**config.mk**
```make
export PLATFORM = sky130hd
export DESIGN_NAME = pcounter_mc
export DESIGN_NICKNAME = d
export VERILOG_FILES = /design/src/rtl/pcounter_mc.sv
export SDC_FILE = /design/constraint.sdc
export NUM_CORES = 1
export LEC_CHECK = 0
export ABC_AREA = 1
export CAP_MARGIN = 10
export CORE_UTILIZATION = 30
export DETAILED_ROUTE_END_ITERATION = 8
export GPL_TIMING_DRIVEN = 0
export PLACE_DENSITY_LB_ADDON = 0.05
export SLEW_MARGIN = 20
export SYNTH_ARGS = -nofsm -noshare
export SYNTH_HDL_FRONTEND = slang
export SYNTH_SLANG_ARGS = --single-unit
```
**constraint.sdc**
```tcl
create_clock -name clk -period 4.1 [get_ports clk]
set_clock_uncertainty 0.2 [all_clocks]
set_input_delay 0.41 -clock clk [delete_from_list [all_inputs] [get_ports clk]]
set_output_delay 0.41 -clock clk [all_outputs]
set_load 0.1 [all_outputs]
```
**src/rtl/pcounter_mc.sv**
```systemverilog
// pcounter_mc: bank of NUM_CH programmable up/down/bounce counters
// sharing one CSR port with registered read data.
module pcounter_mc #(
  parameter int NUM_CH   = 4,
  parameter int WIDTH    = 10,
  parameter int DEF_MIN  = 10,
  parameter int DEF_MAX  = 100,
  parameter int DEF_STEP = 1,
  localparam int CH_W    = (NUM_CH > 1) ? $clog2(NUM_CH) : 1
) (
  input  logic                    clk,
  input  logic                    rst_n,
  input  logic                    cfg_enable,
  input  logic                    cfg_rd_wr,
  input  logic [CH_W+2:0]         cfg_addr,
  input  logic [WIDTH-1:0]        cfg_wdata,
  output logic [WIDTH-1:0]        cfg_rdata,
  output logic                    cfg_rvalid,
  input  logic [NUM_CH-1:0]       cnt_en_i,
  output logic [NUM_CH*WIDTH-1:0] counter_o,
  output logic [NUM_CH*2-1:0]     curr_state_o,
  output logic [NUM_CH-1:0]       wrap_o
);

  typedef enum logic [1:0] {
    M_UP   = 2'b00,
    M_DOWN = 2'b01,
    M_SUSP = 2'b10,
    M_BNC  = 2'b11
  } mode_e;

  mode_e            mode_q [NUM_CH];
  logic [WIDTH-1:0] min_q  [NUM_CH];
  logic [WIDTH-1:0] max_q  [NUM_CH];
  logic [WIDTH-1:0] step_q [NUM_CH];
  logic [WIDTH-1:0] cnt_q  [NUM_CH];
  logic [WIDTH-1:0] cnt_d  [NUM_CH];
  logic [NUM_CH-1:0] en_q, dir_q, dir_d;
  logic [NUM_CH-1:0] sticky_q, wrap_q;
  logic [NUM_CH-1:0] adv, hit, fire, wr_hit, err;
  logic [WIDTH-1:0]  rdata_q, rdata_d;
  logic              rvalid_q;

  logic [CH_W-1:0] ch_sel;
  logic [2:0]      reg_sel;
  logic            rd_acc;
  logic [WIDTH:0]  sum_v, lo_v;
  logic            above_v, below_v;

  assign ch_sel  = cfg_addr[CH_W+2:3];
  assign reg_sel = cfg_addr[2:0];
  assign rd_acc  = cfg_enable & cfg_rd_wr;

  // Per-channel next count, direction and wrap, plus write decode.
  always_comb begin
    sum_v   = '0;
    lo_v    = '0;
    above_v = 1'b0;
    below_v = 1'b0;
    for (int c = 0; c < NUM_CH; c++) begin
      cnt_d[c] = cnt_q[c];
      dir_d[c] = dir_q[c];
      hit[c]   = 1'b0;
      err[c]   = min_q[c] > max_q[c];
      sum_v    = {1'b0, cnt_q[c]} + {1'b0, step_q[c]};
      lo_v     = {1'b0, min_q[c]} + {1'b0, step_q[c]};
      above_v  = sum_v > {1'b0, max_q[c]};
      below_v  = {1'b0, cnt_q[c]} < lo_v;
      case (mode_q[c])
        M_UP: begin
          hit[c]   = above_v;
          cnt_d[c] = above_v ? min_q[c] : sum_v[WIDTH-1:0];
        end
        M_DOWN: begin
          hit[c]   = below_v;
          cnt_d[c] = below_v ? max_q[c] : cnt_q[c] - step_q[c];
        end
        M_BNC: begin
          if (!dir_q[c]) begin
            hit[c]   = above_v;
            cnt_d[c] = above_v ? max_q[c] : sum_v[WIDTH-1:0];
            dir_d[c] = above_v;
          end else begin
            hit[c]   = below_v;
            cnt_d[c] = below_v ? min_q[c] : cnt_q[c] - step_q[c];
            dir_d[c] = ~below_v;
          end
        end
        default: ;
      endcase
      wr_hit[c] = cfg_enable & ~cfg_rd_wr & (ch_sel == CH_W'(c));
      adv[c]    = en_q[c] & cnt_en_i[c] & (mode_q[c] != M_SUSP) &
                  (step_q[c] != '0) & ~err[c] &
                  ~(wr_hit[c] & (reg_sel == 3'd4));
      fire[c]   = adv[c] & hit[c];
    end
  end

  // Read data mux; unmapped registers and channels return zero.
  always_comb begin
    rdata_d = '0;
    for (int c = 0; c < NUM_CH; c++) begin
      if (ch_sel == CH_W'(c)) begin
        case (reg_sel)
          3'd0: rdata_d = {{(WIDTH-4){1'b0}}, dir_q[c], en_q[c], mode_q[c]};
          3'd1: rdata_d = min_q[c];
          3'd2: rdata_d = max_q[c];
          3'd3: rdata_d = step_q[c];
          3'd4: rdata_d = cnt_q[c];
          3'd5: rdata_d = {{(WIDTH-2){1'b0}}, err[c], sticky_q[c]};
          default: rdata_d = '0;
        endcase
      end
    end
  end

  // Channel state, CSR writes and registered read/wrap outputs.
  always_ff @(posedge clk or negedge rst_n) begin
    if (!rst_n) begin
      for (int c = 0; c < NUM_CH; c++) begin
        mode_q[c] <= M_UP;
        min_q[c]  <= WIDTH'(DEF_MIN);
        max_q[c]  <= WIDTH'(DEF_MAX);
        step_q[c] <= WIDTH'(DEF_STEP);
        cnt_q[c]  <= WIDTH'(DEF_MIN);
      end
      en_q     <= '1;
      dir_q    <= '0;
      sticky_q <= '0;
      wrap_q   <= '0;
      rdata_q  <= '0;
      rvalid_q <= 1'b0;
    end else begin
      rvalid_q <= rd_acc;
      if (rd_acc) rdata_q <= rdata_d;
      wrap_q <= fire;
      for (int c = 0; c < NUM_CH; c++) begin
        if (adv[c]) begin
          cnt_q[c] <= cnt_d[c];
          dir_q[c] <= dir_d[c];
        end
        if (fire[c]) sticky_q[c] <= 1'b1;
        else if (wr_hit[c] && reg_sel == 3'd5 && cfg_wdata[0])
          sticky_q[c] <= 1'b0;
        if (wr_hit[c]) begin
          case (reg_sel)
            3'd0: begin
              mode_q[c] <= mode_e'(cfg_wdata[1:0]);
              en_q[c]   <= cfg_wdata[2];
              dir_q[c]  <= 1'b0;
            end
            3'd1: min_q[c]  <= cfg_wdata;
            3'd2: max_q[c]  <= cfg_wdata;
            3'd3: step_q[c] <= cfg_wdata;
            3'd4: cnt_q[c]  <= cfg_wdata;
            default: ;
          endcase
        end
      end
    end
  end

  // Pack per-channel count and mode onto the flat output buses.
  always_comb begin
    counter_o    = '0;
    curr_state_o = '0;
    for (int c = 0; c < NUM_CH; c++) begin
      counter_o[c*WIDTH +: WIDTH] = cnt_q[c];
      curr_state_o[2*c +: 2]      = mode_q[c];
    end
  end

  assign cfg_rdata  = rdata_q;
  assign cfg_rvalid = rvalid_q;
  assign wrap_o     = wrap_q;

endmodule

```
==> results of run 1 <==
-- what timing repair did --
action,in CTS,in global routing
buffers inserted,17,67
cloned,0,5
setup endpoints to repair,51,51
endpoints found under the hold margin,85,0
pin swaps,5,42
hold buffers,1,0
gates resized for setup,53,171
-- power by group through the flow --
stage	clock network [W]	registers, W	logic, W
after global routing	0.00198	0.00339	0.0162
final	0.00190	0.00336	0.0147
after detailed placement	0	0.00346	0.0129
after CTS	0.00192	0.00339	0.0134
after global placement	0	0.00345	0.0129
after floorplan	0	0.00457	0.00771
-- synthesized netlist by cell type (36+ instances only) --
| library cell | count |
|---|---|
| nand2_1 | 908 |
| ha_1 | 232 |
| dfrtp_1 | 159 |
| clkbuf_1 | 73 |
| o21ai_0 | 227 |
| a21oi_1 | 162 |
| nor2_1 | 249 |
| nand4_1 | 73 |
| nand3_1 | 197 |
| dfstp_2 | 36 |
| xor2_1 | 66 |
| inv_1 | 365 |
-- registers in the layout, summed over array words and instances (netlist names) --
name,count
counter_o,40
max_q,40
min_q,40
step_q,40
cfg_rdata,10
curr_state_o,8
dir_q,4
en_q,4
sticky_q,4
wrap_o,4
cfg_rvalid,1
-- worst max-delay path: stages, from the launching register on --
cell      delay, ns
dfstp_2        0.62
ha_4           0.15
inv_1          0.04
fa_2           0.40
o31ai_4        0.26
nand3b_1       0.11
nand2_2        0.09
xor2_2         0.20
inv_1          0.08
ha_1           0.27
nand2_1        0.10
inv_2          0.05
a221oi_2       0.20
nand2_1        0.09
nand2_2        0.10
nand2_4        0.08
buf_6          0.17
o21ai_0        0.15
nand2_1        0.07
nand4_1        0.11
nand2_2        0.10
nand2_2        0.11
nand2_1        0.06
-- how the worst max path moves through the flow --
stage | start | end | slack [ns] | depth (start not counted)
global placement | rst_n | counter_o[30] | -7.56 | 1
CTS | step_q[30] | counter_o[9] | 0.0004 | 23
detailed placement | step_q[30] | counter_o[7] | -0.73 | 22
global route | step_q[35] | counter_o[9] | -0.04 | 26
floorplan | counter_o[1] | counter_o[8] | 0.02 | 23
finish | step_q[30] | counter_o[7] | 0.16 | 22
-- per-layer routing --
metal  GRT usage, %  part of all wire [%]  vias to the layer above
met2           46.1                    45                      688
met4           5.60                   1.7                        0
met3           2.86                   4.9                       89
met1           41.5                    48                    10800
li1               -                     -                    10500
met5              0                     0                        -
-- cell families (layout without fill, tap and decap cells) --
kind of cell	Yosys count	in the layout	share of synthesized area [%]
AND/OR/NAND/NOR	1507	1508	31.3
AO/OA/AOI/OAI	548	548	15.5
buffers and inverters	509	715	9.91
adder cells (fa/ha/maj)	244	244	15.5
flip-flops	195	195	24.3
XOR/XNOR	82	82	3.54
-- final cells by class --
type                            instances  area share (%)
Timing Repair Buffer                  175            6.68
Clock buffer                           18            1.77
Inverter                              388            6.09
Sequential cell                       195            20.5
Tap cell                              864            4.45
Buffer                                120            2.65
Multi-Input combinational cell       2382            57.1
Clock inverter                         14           0.793
-- metrics by stage --
| stage | util, % | setup WS (ns) | cells | setup TNS, ns |
|---|---|---|---|---|
| 2_1_floorplan | - | 0.0200 | 3085 | 0 |
| 3_3_place_gp | 33.5 | -7.56 | 4033 | -1222.69 |
| 3_5_place_dp | 33.6 | -0.728 | 4035 | -15.31 |
| 4_1_cts | 35.0 | 0.000360 | 4085 | 0 |
| 5_1_grt | 36.6 | -0.0439 | 4156 | -0.0760 |
| 6_report | 36.6 | 0.158 | 4156 | 0 |
==> impl_metrics.yaml, run 1 <==
run_status:
  status: "finished clean"
grt:
  grt_max_degree: 94
  grt_pass1_wl_mm: 143
  antenna_found_initial: 1
  grt_pass1_vias: 20800
  grt_use_total_pct: 28.7
  overflow: 0
layout:
  final_cell_mix: "878 x nand2_1, 348 x inv_1, 238 x nor2_1"
  multi_input_area_um2: 13900
  final_common_cell: "nand2_1"
  nets: 3546
  fill_cells: 7263
  final_area_um2: 24300
  n_antenna_cell: 0
  area_delta_synth_final_pct: 19.7
  register_area_um2: 4970
  drive_above_1_share_pct: 12.6
cts:
  clockBufferDepth: 2
  cts_buffers: 17
  root_buffer: "clkbuf_16"
  clkTransAtPathRegs_ns: 0.08
  clkSinkCount: 195
  insertion_delay_ns: 0.50
  cts_tree: "done"
  htree_levels: 4
route:
  drc: 0
  drt-vias-per-instance: 5.32
  dr.pass1.iters: 5
  num_vias: 22100
  wire_per_inst_um: 23.8
  drt-initial-drc-count: 2207
  wl_mm: 98.9
  final_antenna_net_count: 0
critical_path:
  crit_required_ns: 4.28
  reg2regPathDepth: 22
  path_max_fanout: 10
  crit_path_end_kind: "register"
  r2r-start: "step_q[30]"
  r2r_setup_slack_ns: 0.16
  worstSetupStartpointType: "register"
  arrival_ns: 4.12
  reg2reg_to: "counter_o[7]"
  critical_path_class: "reg2reg"
timing:
  tightest_slew_ns: 1.17
  slew_headroom_pct: 22.1
  finalCritPeriodShare_pct: 96.1
  max_freq_mhz: 254
  finalHoldViolations: 0
  setup_violations: 0
  fin_hold_ws_ns: 0.121
  finalCriticalPeriod_ns: 3.94
  drv_slew: 0
synthesis:
  syn-num-nets: 3352
  syn_area_um2: 20300
  synth_edf_count: 0
  ys_async_sr_fraction_pct: 100
  synth_ff_type: "dfrtp_1"
  synthTopCellsByArea: "dfrtp_1 20%, nand2_1 17%, ha_1 14%"
  syn-instance-count: 3085
  synth_cell_types: 60
  netlist.area_leader.share_pct: 19.6
  synth_top_area_cell: "dfrtp_1"
  avgSynthCellArea_um2: 6.58
  synth-seq-area-share_pct: 24.3
  ys_seq_elements: 195
  yosys_warnings: 0
pwr:
  power.switching_w: 0.0116
  finalPower_w: 0.0200
  leakagePower_nw: 11.6
  combPwrFrac_pct: 73.7
  p_clk_share_pct: 9.5
  power.density_nw_per_um2: 822
  p_seq_share_pct: 16.8
  p_sw_share_pct: 57.9
  worst_ir_drop_vdd_v: 0.000421
  internal-power_w: 0.00840
hold_path:
  worst_hold_path_type: "in2async"
place:
  place_congestion: 0.922
  placed_cell_area_um2: 22300
  port_buffers: 84
  dp_hpwl_mm: 75.7
floorplanning:
  core_area_um2: 66300
  initial_core_util_pct: 30.6
  rows: 94
  die_width_um: 262
  die_h_um: 262
  die_area_um2: 68700
  ios: 86
run:
  max-cap-violations: 0
(Power assumes the default switching activity.)
==> inputs of run 2 (changes only) <==
Settings changed: GPL_ROUTABILITY_DRIVEN set to 0.
==> run 2 against run 1 <==
Via count is 0.19% higher. Final cell count decreased by 0.75%. Final area down 1.8%. Non-clock buffer count down 30. Flip-flop and latch count is the same. Critical endpoint is now counter_o[27]. Clock power shrank 4%.
==> impl_metrics.yaml, run 2 (same netlist as run 1, synthesis figures left out) <==
route:
  drt-initial-drc-count: 2142
  wl_mm: 94.6
  wire_per_inst_um: 22.9
  dr.pass1.iters: 6
  drt-vias-per-instance: 5.37
  drc: 0
  final_antenna_net_count: 0
  num_vias: 22200
critical_path:
  reg2regPathDepth: 23
  path_max_fanout: 10
  arrival_ns: 4.14
  cpMostUsedCell: "nand2_1"
  crit_required_ns: 4.29
  slowest_delay_ns: 0.60
  worstSetupStartpointType: "register"
  worst_path_max_delay_cell: "dfstp_2"
  path_buf_inv: 4
  critical_path_class: "reg2reg"
  reg2reg_to: "counter_o[27]"
  r2r_setup_slack_ns: 0.15
  crit_chain: "ha_4 -> inv_1 -> fa_1 -> inv_1 -> nand4_1 -> nand3_2 -> buf_4 -> xor2_2 -> ha_1 -> a21o_1 -> nor2_1 -> nand2_1 -> nand2_1 -> nand2_1 -> nand2_2 -> nand3_4 -> buf_4 -> o21ai_0 -> nand2_1 -> nand3_1 -> nand2_1 -> nand2_1 -> nand2_1"
  cp_top_family: "simple AND/OR/NAND/NOR gates"
  crit_path_end_kind: "register"
  r2r-start: "step_q[10]"
timing:
  finalHoldViolations: 0
  slew_headroom_pct: 21.0
  max_freq_mhz: 253
  finalCriticalPeriod_ns: 3.95
  fin_hold_ws_ns: 0.163
  setup_violations: 0
  finalCritPeriodShare_pct: 96.3
  drv_slew: 0
  tightest_slew_ns: 1.19
grt:
  grt_pass1_wl_mm: 139
  overflow: 0
  grt_use_total_pct: 27.4
  grt_max_degree: 91
  grt_pass1_vias: 20900
  antenna_found_initial: 1
hold_path:
  worst_hold_path_type: "in2async"
layout:
  n_antenna_cell: 0
  area_delta_synth_final_pct: 17.5
  final_common_cell: "nand2_1"
  final_cell_mix: "887 x nand2_1, 353 x inv_1, 241 x nor2_1"
  nets: 3515
  fin_cells: 4125
  drive_above_1_share_pct: 11.0
place:
  port_buffers: 84
  dp_cells: 4035
  dp_hpwl_mm: 73.1
floorplanning:
  core_area_um2: 66300
  rows: 94
  die_h_um: 262
  initial_core_util_pct: 30.6
  die_area_um2: 68700
  ios: 86
  die_width_um: 262
cts:
  root_buffer: "clkbuf_16"
  cts_tree: "done"
  cts_buffers: 17
  clkSinkCount: 195
  clkTransAtPathRegs_ns: 0.09
  clockBufferDepth: 2
  htree_levels: 4
  insertion_delay_ns: 0.50
run_status:
  status: "finished clean"
run:
  max-cap-violations: 0
pwr:
  leakagePower_nw: 11.4
  worst_ir_drop_vdd_v: 0.000334
  power.density_nw_per_um2: 806
-- run 2: worst register-to-register path: cells and delay by family (launching register included) --
kind	cells	cell delay, ns
AND/OR/NAND/NOR	13	1.14
adder cells (fa/ha/maj)	3	0.85
flip-flops	1	0.60
buffers and inverters	4	0.49
AO/OA/AOI/OAI	2	0.33
XOR/XNOR	1	0.22
-- run 2: area by class of cell --
| class | count | area, um^2 |
|---|---|---|
| Buffer | 121 | 619 |
| Clock buffer | 17 | 425 |
| Clock inverter | 15 | 186 |
| Fill cell | 7232 | 42500 |
| Inverter | 388 | 1470 |
| Multi-Input combinational cell | 2381 | 13800 |
| Sequential cell | 195 | 4970 |
| Tap cell | 864 | 1080 |
| Timing Repair Buffer | 144 | 1340 |
-- run 2: what timing repair did --
item	in CTS	in global routing
gates cloned	0	2
hold buffers	1	0
buffers inserted	18	37
setup endpoints to repair	43	51
pin swaps	2	24
gates resized for setup	31	146
endpoints found under the hold margin	79	0
-- run 2: routing by layer --
metal / track usage (%) / up-vias / part of all wire [%]
li1: - / 10500 / -
met1: 38.9 / 10700 / 47
met2: 42.7 / 869 / 44
met3: 4.00 / 132 / 6.0
met4: 8.29 / 0 / 2.8
met5: 0 / - / 0
-- run 2: stage by stage --
stage                     TNS (ns)  setup WS (ns)  util, %  instance area [um^2]  power, W
after global routing        -0.217        -0.0392     36.0                 23800    0.0208
after floorplan                  0         0.0200        -                 20300    0.0123
after CTS                  -0.0151        -0.0151     34.9                 23100    0.0183
after detailed placement     -9.40         -0.474     33.6                 22300    0.0161
after global placement    -1194.07          -7.42     33.5                 22200    0.0161
final                            0          0.150     36.0                 23800    0.0192
-- run 2: worst max path at each step --
stage	from	endpoint	slack [ns]	depth (start not counted)
4_1_cts	step_q[30]	counter_o[7]	-0.02	22
6_report	step_q[10]	counter_o[27]	0.15	23
3_5_place_dp	step_q[30]	counter_o[7]	-0.47	22
2_1_floorplan	counter_o[1]	counter_o[8]	0.02	23
5_1_grt	min_q[23]	counter_o[15]	-0.04	22
3_3_place_gp	rst_n	counter_o[30]	-7.42	1
-- run 2: power by group --
part	internal, W	total, W	leakage (nW)	switching, W
logic	0.00466	0.0140	8.79	0.00937
clock network	0.000877	0.00183	0.294	0.000950
registers	0.00242	0.00336	2.36	0.000944
==> inputs of run 3 (changes only) <==
Settings changed: CORE_UTILIZATION 30 to 50.
==> run 3 against run 2 <==
Fmax up 0.97%. Sequential power down 2%. First-iteration DRC count is 36% higher. Final area is 2.7% lower. Worst hold slack improved by 0.047 ns. Setup slack improved by 0.038 ns. Register-to-register slack better by 0.04 ns. Global-route usage up 11 points. Largest cell class unchanged.
==> impl_metrics.yaml, run 3 (same netlist as run 1, synthesis figures left out) <==
run_status:
  status: "finished clean"
floorplanning:
  rows: 73
  die_width_um: 203
  die_area_um2: 41400
  die_h_um: 203
  core_area_um2: 39900
  ios: 86
  initial_core_util_pct: 50.8
timing:
  finalWorstSetupSlack_ns: 0.188
  finalCritPeriodShare_pct: 95.4
  drv_slew: 0
  setup_violations: 0
  rsz0062_at_grt: "yes"
  fin_hold_ws_ns: 0.210
  finalHoldViolations: 0
  max_freq_mhz: 256
  finalCriticalPeriod_ns: 3.91
  tightest_slew_ns: 1.15
  slew_headroom_pct: 23.3
route:
  num_vias: 22900
  wire_per_inst_um: 21.3
  dr.pass1.iters: 9
  wl_mm: 80.5
  drc: 0
  drt-initial-drc-count: 2915
  final_antenna_net_count: 0
  drt-vias-per-instance: 6.06
cts:
  clkTransAtPathRegs_ns: 0.09
  root_buffer: "clkbuf_16"
  htree_levels: 4
  clkSinkCount: 195
  cts_buffers: 17
  insertion_delay_ns: 0.46
  cts_tree: "done"
  clockBufferDepth: 2
layout:
  nets: 3501
  area_delta_synth_final_pct: 14.3
  final_cell_mix: "890 x nand2_1, 357 x inv_1, 245 x nor2_1"
  final_area_um2: 23200
  fin_util_pct: 58.1
  drive_above_1_share_pct: 9.52
  final_common_cell: "nand2_1"
pwr:
  leakagePower_nw: 11.4
  power.density_nw_per_um2: 803
  worst_ir_drop_vdd_v: 0.000568
critical_path:
  path_max_fanout: 10
  crit_path_end_kind: "register"
  reg2regPathDepth: 23
  worstSetupStartpointType: "register"
  arrival_ns: 4.05
  critical_path_class: "reg2reg"
  crit_required_ns: 4.24
place:
  dp_hpwl_mm: 61.0
  pre_cts_slack_ns: -0.397
  placed_cell_area_um2: 21900
  port_buffers: 84
grt:
  grt_pass1_wl_mm: 122
  grt_use_total_pct: 38.5
  antenna_found_initial: 0
  overflow: 0
  grt_pass1_vias: 20800
  grt_max_degree: 92
run:
  max-cap-violations: 0
hold_path:
  worst_hold_path_type: "in2async"
[run 3: changes by cell type in the layout (fill, tap and decap cells not counted), sizes merged]
cell	change
buf	-15
clkinv	+2
bufinv	-1
clkbuf	+1
clkinvlp	-1
diode	+1
inv	-1
nand3	+1
[run 3: power breakdown]
part | total (W) | switching, W | internal, W
clock | 0.00172 | 0.000901 | 0.000822
sequential | 0.00330 | 0.000886 | 0.00241
combinational | 0.0136 | 0.00909 | 0.00452
total | 0.0186 | 0.0109 | 0.00776
[run 3: timing repair]
action / in CTS / in global routing
setup endpoints to repair: 43 / 50
gates cloned: 0 / 3
pin swaps: 2 / 18
buffers inserted: 7 / 33
resized for setup: 16 / 132
endpoints found under the hold margin: 38 / 0
hold buffers: 1 / 0
[run 3: metrics by stage]
stage	TNS, ns	total power [W]	cells
after floorplan	0	0.0123	3085
after global placement	-1055.76	0.0154	3694
after detailed placement	-6.46	0.0157	3696
after CTS	0	0.0175	3736
after global routing	-0.0660	0.0200	3772
final	0	0.0186	3773
[run 3: worst paths after layout]
| kind | startpoint | to | slack (ns) |
|---|---|---|---|
| min reg2reg | cfg_rdata[4] | cfg_rdata[4] | 0.28 |
| min in group clk | cfg_rdata[4] | cfg_rdata[4] | 0.28 |
| min | rst_n | curr_state_o[4] | 0.21 |
| max reg2reg | step_q[38] | counter_o[8] | 0.19 |
| max in group asynchronous | rst_n | step_q[15] | 2.32 |
| max | step_q[38] | counter_o[8] | 0.19 |
[run 3: cell type report]
class,instances,area [um^2]
Antenna cell,1,2.50
Fill cell,3907,16700
Timing Repair Buffer,129,1230
Multi-Input combinational cell,2382,13700
Sequential cell,195,4960
Tap cell,525,657
Clock inverter,14,164
Buffer,121,629
Inverter,388,1460
Clock buffer,18,429
[run 3: routing by layer]
metal / track usage [%] / share of wire, % / up-vias
met1: 53.9 / 41 / 10700
li1: - / - / 10500
met3: 6.42 / 11 / 260
met5: 0 / 0 / -
met2: 58.3 / 42 / 1459
met4: 16.6 / 5.0 / 0
[run 3: critical path: stages, from the launching register on]
cell	delay, ns
dfrtp_1	0.48
inv_1	0.17
ha_1	0.47
nor2_1	0.10
a211oi_1	0.32
nand3_1	0.14
nand2_2	0.12
inv_1	0.05
ha_1	0.31
nand2_1	0.09
inv_1	0.06
a221oi_2	0.20
nand2_1	0.09
nand2_2	0.11
nand2_2	0.09
buf_6	0.16
inv_2	0.07
nand2_1	0.07
nand3_1	0.08
nand2_1	0.06
nor2_1	0.10
nand2_1	0.11
nand2_2	0.09
nand2_1	0.06
